===== src/rtl/unstriping_pkg.sv =====
// unstriping_pkg
//   Definitions shared by the striping and unstriping blocks: default lane word
//   width, lane count, FIFO depth and the lane selector state encoding.
package unstriping_pkg;

  localparam int DATA_WIDTH = 32;
  localparam int FIFO_DEPTH = 4;
  localparam int NUM_LANES  = 2;

  // Lane selector: which lane supplies the next word of the merged stream.
  typedef enum logic {
    SEL_0 = 1'b0,
    SEL_1 = 1'b1
  } sel_t;

endpackage


===== src/rtl/unstriping_if.sv =====
// unstriping_if
//   Lane-side inputs and merged-stream outputs of the unstriping block.
//   Ports:
//     lane_0 / valid_0   lane 0 word and qualifier (even stream positions)
//     lane_1 / valid_1   lane 1 word and qualifier (odd stream positions)
//     data_out           merged word (registered in the block)
//     valid_out          data_out qualifier
//   Modports: master = the lane deserialisers and sink, slave = unstriping.
interface unstriping_if #(
  parameter int DW = 32
);
  logic [DW-1:0] lane_0;
  logic          valid_0;
  logic [DW-1:0] lane_1;
  logic          valid_1;
  logic [DW-1:0] data_out;
  logic          valid_out;

  modport master (
    output lane_0, valid_0, lane_1, valid_1,
    input  data_out, valid_out
  );

  modport slave (
    input  lane_0, valid_0, lane_1, valid_1,
    output data_out, valid_out
  );
endinterface


===== src/rtl/unstriping_lane_fifo.sv =====
// unstriping_lane_fifo
//   Synchronous per-lane FIFO that absorbs skew between the two lanes.
//   Ports:
//     clk_2f, reset   clock and synchronous active-high reset
//     i_push, i_din   write request and word
//     i_pop           read request (ignored while empty)
//     o_dout          head word (valid when !o_empty)
//     o_empty, o_full occupancy flags
//     o_drop          push rejected this cycle (full, no simultaneous pop)
module unstriping_lane_fifo #(
  parameter int DW    = 32,
  parameter int DEPTH = 4
) (
  input  logic          clk_2f,
  input  logic          reset,
  input  logic          i_push,
  input  logic [DW-1:0] i_din,
  input  logic          i_pop,
  output logic [DW-1:0] o_dout,
  output logic          o_empty,
  output logic          o_full,
  output logic          o_drop
);
  localparam int AW = $clog2(DEPTH);

  logic [DW-1:0] r_mem [DEPTH];
  logic [AW:0]   r_wr_ptr;
  logic [AW:0]   r_rd_ptr;
  logic          w_do_pop;
  logic          w_do_push;

  // Extra pointer MSB distinguishes full from empty when the indices match.
  assign o_empty   = (r_wr_ptr == r_rd_ptr);
  assign o_full    = (r_wr_ptr[AW] != r_rd_ptr[AW]) &&
                     (r_wr_ptr[AW-1:0] == r_rd_ptr[AW-1:0]);
  assign w_do_pop  = i_pop && !o_empty;
  // A full FIFO still accepts a push when a word leaves on the same edge.
  assign w_do_push = i_push && (!o_full || w_do_pop);
  assign o_drop    = i_push && !w_do_push;
  assign o_dout    = r_mem[r_rd_ptr[AW-1:0]];

  always_ff @(posedge clk_2f) begin
    if (reset) begin
      r_wr_ptr <= '0;
      r_rd_ptr <= '0;
    end else begin
      if (w_do_push) r_wr_ptr <= r_wr_ptr + 1'b1;
      if (w_do_pop)  r_rd_ptr <= r_rd_ptr + 1'b1;
    end
  end

  // Storage needs no reset; the pointers alone define what is buffered.
  always_ff @(posedge clk_2f) begin
    if (w_do_push) r_mem[r_wr_ptr[AW-1:0]] <= i_din;
  end
endmodule


===== src/rtl/unstriping.sv =====
// unstriping
//   Merges two lane word streams back into one stream, alternating lane 0 then
//   lane 1. A stalled lane stalls the merge; lanes are never skipped.
//   Ports:
//     clk_2f      single clock
//     reset       synchronous active-high reset
//     bus         unstriping_if.slave: lane_0/valid_0, lane_1/valid_1 in,
//                 data_out/valid_out out (registered)
//     ovf_0/ovf_1 sticky lane overflow flags   (UNSTRIPING_STATUS_EN only)
//     word_count  words emitted since reset    (UNSTRIPING_STATUS_EN only)
//   Build option: define UNSTRIPING_STATUS_EN to add the status ports.
module unstriping
  import unstriping_pkg::*;
#(
  parameter int DW    = DATA_WIDTH,
  parameter int DEPTH = FIFO_DEPTH
) (
  input  logic         clk_2f,
  input  logic         reset,
  unstriping_if.slave  bus
`ifdef UNSTRIPING_STATUS_EN
  ,
  output logic         ovf_0,
  output logic         ovf_1,
  output logic [15:0]  word_count
`endif
);
  sel_t          r_sel;
  logic [DW-1:0] r_data;
  logic          r_valid;

  logic [DW-1:0] w_dout_0, w_dout_1;
  logic          w_empty_0, w_empty_1;
  logic          w_full_0, w_full_1;
  logic          w_drop_0, w_drop_1;
  logic          w_pop_0, w_pop_1;

  // Only the selected lane may be popped, and only when it holds a word.
  assign w_pop_0 = (r_sel == SEL_0) && !w_empty_0;
  assign w_pop_1 = (r_sel == SEL_1) && !w_empty_1;

  unstriping_lane_fifo #(.DW(DW), .DEPTH(DEPTH)) u_fifo_0 (
    .clk_2f  (clk_2f),
    .reset   (reset),
    .i_push  (bus.valid_0),
    .i_din   (bus.lane_0),
    .i_pop   (w_pop_0),
    .o_dout  (w_dout_0),
    .o_empty (w_empty_0),
    .o_full  (w_full_0),
    .o_drop  (w_drop_0)
  );

  unstriping_lane_fifo #(.DW(DW), .DEPTH(DEPTH)) u_fifo_1 (
    .clk_2f  (clk_2f),
    .reset   (reset),
    .i_push  (bus.valid_1),
    .i_din   (bus.lane_1),
    .i_pop   (w_pop_1),
    .o_dout  (w_dout_1),
    .o_empty (w_empty_1),
    .o_full  (w_full_1),
    .o_drop  (w_drop_1)
  );

  always_ff @(posedge clk_2f) begin
    if (reset) begin
      r_sel   <= SEL_0;
      r_data  <= '0;
      r_valid <= 1'b0;
    end else begin
      case (r_sel)
        SEL_0: begin
          if (w_pop_0) begin
            r_data  <= w_dout_0;
            r_valid <= 1'b1;
            r_sel   <= SEL_1;
          end else begin
            r_data  <= '0;
            r_valid <= 1'b0;
          end
        end
        default: begin
          if (w_pop_1) begin
            r_data  <= w_dout_1;
            r_valid <= 1'b1;
            r_sel   <= SEL_0;
          end else begin
            r_data  <= '0;
            r_valid <= 1'b0;
          end
        end
      endcase
    end
  end

  assign bus.data_out  = r_data;
  assign bus.valid_out = r_valid;

`ifdef UNSTRIPING_STATUS_EN
  logic        r_ovf_0, r_ovf_1;
  logic [15:0] r_word_count;

  always_ff @(posedge clk_2f) begin
    if (reset) begin
      r_ovf_0      <= 1'b0;
      r_ovf_1      <= 1'b0;
      r_word_count <= '0;
    end else begin
      if (w_drop_0) r_ovf_0 <= 1'b1;
      if (w_drop_1) r_ovf_1 <= 1'b1;
      // Counts words as they are loaded into the output register.
      if (w_pop_0 || w_pop_1) r_word_count <= r_word_count + 16'd1;
    end
  end

  assign ovf_0      = r_ovf_0;
  assign ovf_1      = r_ovf_1;
  assign word_count = r_word_count;
`else
  // Overflow is silent in this build; flags exist only to be ignored.
  logic w_unused;
  assign w_unused = &{1'b0, w_drop_0, w_drop_1, w_full_0, w_full_1};
`endif
endmodule

===== src/flat_wrapper.sv =====
// flat-port wrapper written by rule: the top's interface ports become plain ports
module unstriping_flat import unstriping_pkg::*;
#(
  parameter int DW    = DATA_WIDTH,
  parameter int DEPTH = FIFO_DEPTH
)
  (clk_2f, reset, bus_lane_0, bus_valid_0, bus_lane_1, bus_valid_1, bus_data_out, bus_valid_out);
  unstriping_if #(.DW(DW)) bus_i ();
  input  logic clk_2f;
  input  logic reset;
  input wire logic [$bits(bus_i.lane_0)-1:0] bus_lane_0;
  input wire logic [$bits(bus_i.valid_0)-1:0] bus_valid_0;
  input wire logic [$bits(bus_i.lane_1)-1:0] bus_lane_1;
  input wire logic [$bits(bus_i.valid_1)-1:0] bus_valid_1;
  output wire logic [$bits(bus_i.data_out)-1:0] bus_data_out;
  output wire logic [$bits(bus_i.valid_out)-1:0] bus_valid_out;
  assign bus_i.lane_0 = bus_lane_0;
  assign bus_i.valid_0 = bus_valid_0;
  assign bus_i.lane_1 = bus_lane_1;
  assign bus_i.valid_1 = bus_valid_1;
  assign bus_data_out = bus_i.data_out;
  assign bus_valid_out = bus_i.valid_out;
  unstriping #(.DW(DW), .DEPTH(DEPTH)) u_core (.clk_2f(clk_2f), .reset(reset), .bus(bus_i));
endmodule

===== config.mk =====
export PLATFORM = sky130hd
export DESIGN_NAME = unstriping_flat
export DESIGN_NICKNAME = d
export VERILOG_FILES = /design/src/rtl/unstriping_pkg.sv /design/src/rtl/unstriping_if.sv /design/src/rtl/unstriping_lane_fifo.sv /design/src/rtl/unstriping.sv /design/src/flat_wrapper.sv
export SDC_FILE = /design/constraint.sdc
export NUM_CORES = 1
export LEC_CHECK = 0
export ABC_AREA = 1
export ABC_CLOCK_PERIOD_IN_PS = 3160
export CAP_MARGIN = 20
export CORE_MARGIN = 8
export CORE_UTILIZATION = 63
export CTS_CLUSTER_SIZE = 30
export DETAILED_ROUTE_END_ITERATION = 8
export DONT_BUFFER_PORTS = 1
export PLACE_DENSITY = 0.79
export SYNTH_ARGS = -nofsm -noshare
export SYNTH_HDL_FRONTEND = slang
export SYNTH_SLANG_ARGS = --single-unit

===== constraint.sdc =====
create_clock -name clk_2f -period 3.16 [get_ports clk_2f]
set_clock_uncertainty 0.05 [all_clocks]
set_input_delay 0.474 -clock clk_2f [delete_from_list [all_inputs] [get_ports clk_2f]]
set_output_delay 0.474 -clock clk_2f [all_outputs]
set_load 0.03 [all_outputs]

==> results.ini <==
[sta]
hold_violations = 0
drv_slew = 0
worst_slew_margin_rel = 0.362
setup_viol = 0
min_period_over_period = 0.662
rsz0062_at_grt = no
fin_tns_setup_ns = 0
tightest_slew_ns = 0.956
finalCriticalPeriod_ns = 2.09
max_freq_ghz = 0.478

[logic_synthesis]
synthTopCellsByArea = edfxtp_1 60%, nand2_1 10%, dfxtp_1 7.8%
synth_top_area_share = 0.597
synth_largest_area_cell = edfxtp_1
synth_edf_count = 256
synth_area_um2 = 12900
synth.avg_cell_area_um2 = 10.0
synthCells = 1287
synth_commonest_cells = 351 x nand2_1, 256 x edfxtp_1, 211 x inv_1, 145 x nor2_1, 138 x nand3_1
ys_seq_area_frac = 0.674
synth_ff_type = edfxtp_1
synth_most_common_cell = nand2_1
syn-num-nets = 1365
async_reset_ff_frac = 0
synth-seq-cells = 306
yosysUniqueCellTypes = 20
yosysWarnings = 0

[floorplanning]
fp.dieH_um = 159
die_area_um2 = 25300
std_cell_rows = 52
die-width_um = 159
core_region_area_um2 = 20200
ioPinCount = 101
start_util = 0.639

[routing]
wirelength_mm = 27.5
ant_nets = 0
vias_per_cell = 5.23
dr.pass1.iters = 5
dr_total_vias = 8564
first_iter_violations = 664
drt_drc_violations_left = 0
wl_per_cell_um = 16.8

[min_path]
min_path_type = in -> reg

[global_route]
grt_max_degree = 65
gr-total-overflow = 0
grt.total_usage = 0.211
grt_pass1_wl_mm = 43.0
antenna_found_initial = 0
grt_pass1_vias = 8422

[cts]
cts_setup_buffers = 0
clk_latency_ns = 0.56
clockBufferDepth = 3
clock_sinks = 306
cts_buffers = 30
cts_tree = done
path_clk_slew_ns = 0.06
root_buffer = clkbuf_16
htreeDepth = 1

[pwr]
p_leak_nw = 6.24
ir_drop_mv = 0.578
power_density_nw_per_um2 = 786

[worst_setup_path]
cp_max_fo = 27
cp-end-kind = flop
critPathLaunchType = flop
criticalPathCategory = reg -> reg
crit_arrival_ns = 2.24
required_ns = 3.31

[final_layout]
final_cell_count_no_fill = 1638
area_delta_synth_final_pct = 14.2
drive_gt1_frac = 0.0702
num_antenna_cells = 0
nNetsFinal = 1422

[placement]
gp_congestion = 0.803
place_hpwl_mm = 16.3
io_buffers = 0
place_inst = 1517

[job]
max_cap_violations = 0

[run_status]
run_status = finished, final reports clean

cell families (layout without fill, tap and decap cells):
group	count (synthesis)	in the layout	synth area share
flip-flops	306	306	0.674
buffers and inverters	277	358	0.0906
AO/OA/AOI/OAI	43	43	0.0167
adder cells (fa/ha/maj)	10	10	0.00971
AND/OR/NAND/NOR	647	647	0.206
XOR/XNOR	4	4	0.00272
power breakdown:
part	switching, mW	total, mW	internal (mW)	leakage, nW
sequential	0.610	5.35	4.74	2.76
clock	1.46	3.40	1.94	0.472
combinational	1.95	2.82	0.870	3.00
total	4.02	11.6	7.55	6.24
area by class of cell:
type	instances	area [um^2]
sequential	306	8690
fill	1393	5460
multi-input combinational	704	3050
clock buffer	45	887
timing repair buffer	83	846
inverter	219	822
tap	270	338
clock inverter	11	73.8
repair_timing:
item	CTS	global route
hold buffers	65	0
hold endpoints to repair	297	0
resized for setup	0	0
cells in the final DEF (no fill, tap or decap), drive strengths merged:
master / count
dlygate4sd3: 64
nand3b: 2
dfxtp: 50
xor2: 4
nor2: 149
nand3: 138
o21ai: 2
ha: 10
clkbuf: 45
inv: 219
clkinv: 9
nand2: 358
a21oi: 41
edfxtp: 256
buf: 19
clkinvlp: 2
worst max-delay path, cell delays in order (launching register included):
cell and delay, ns:
dfxtp_1 0.35, inv_1 0.13, nand2_1 0.07, nand2_1 0.10
nor2_2 0.06, nand2_2 0.10, nand2_4 0.09, nor2_2 0.29
buf_4 0.46
registers in the layout (all words and copies together) (netlist names), named ones only:
register	flops
u_core.u_fifo_1.r_wr_ptr	3
u_core.u_fifo_1.r_mem	128
u_core.u_fifo_0.r_rd_ptr	3
u_core.bus.valid_out	1
u_core.u_fifo_1.r_rd_ptr	3
u_core.u_fifo_0.r_mem	128
u_core.r_sel	1
u_core.u_fifo_0.r_wr_ptr	3
u_core.bus.data_out	32
routing by layer:
metal	track usage	wire, um	part of all wire	vias to the layer above
met1	0.253	10800	0.39	4041
met4	0.0648	714	0.026	0
met3	0.0455	1920	0.070	53
met2	0.374	14100	0.51	287
met5	0	0	0	-
li1	-	-	-	4183
metrics by stage:
stage / cell area (um^2) / utilization / hold slack (ns) / power [mW] / worst slack (ns)
after CTS: 14700 / 0.729 / 0.0290 / 11.6 / 1.09
after global routing: 14700 / 0.729 / 0.0507 / 12.2 / 0.968
after global placement: 13100 / 0.649 / 0.437 / 8.02 / 1.20
final: 14700 / 0.729 / 0.0452 / 11.6 / 1.07
after detailed placement: 13100 / 0.649 / 0.439 / 8.11 / 1.09
after floorplan: 12900 / - / 0.426 / 7.52 / 0.542
path summary, 6_finish.rpt:
check	startpoint	end	slack, ns	depth (start not counted)
setup / recovery	u_core.u_fifo_0.r_wr_ptr[0]	u_core.u_fifo_0.r_mem[2][9]	1.07	8
hold / removal	bus_valid_0	u_core.u_fifo_0.r_wr_ptr[2]	0.05	2
setup reg to reg	u_core.u_fifo_0.r_wr_ptr[0]	u_core.u_fifo_0.r_mem[2][9]	1.07	8
hold reg to reg	u_core.u_fifo_0.r_rd_ptr[2]	u_core.u_fifo_0.r_rd_ptr[2]	0.46	2
No activity file was read; power rests on OpenSTA's default activity.
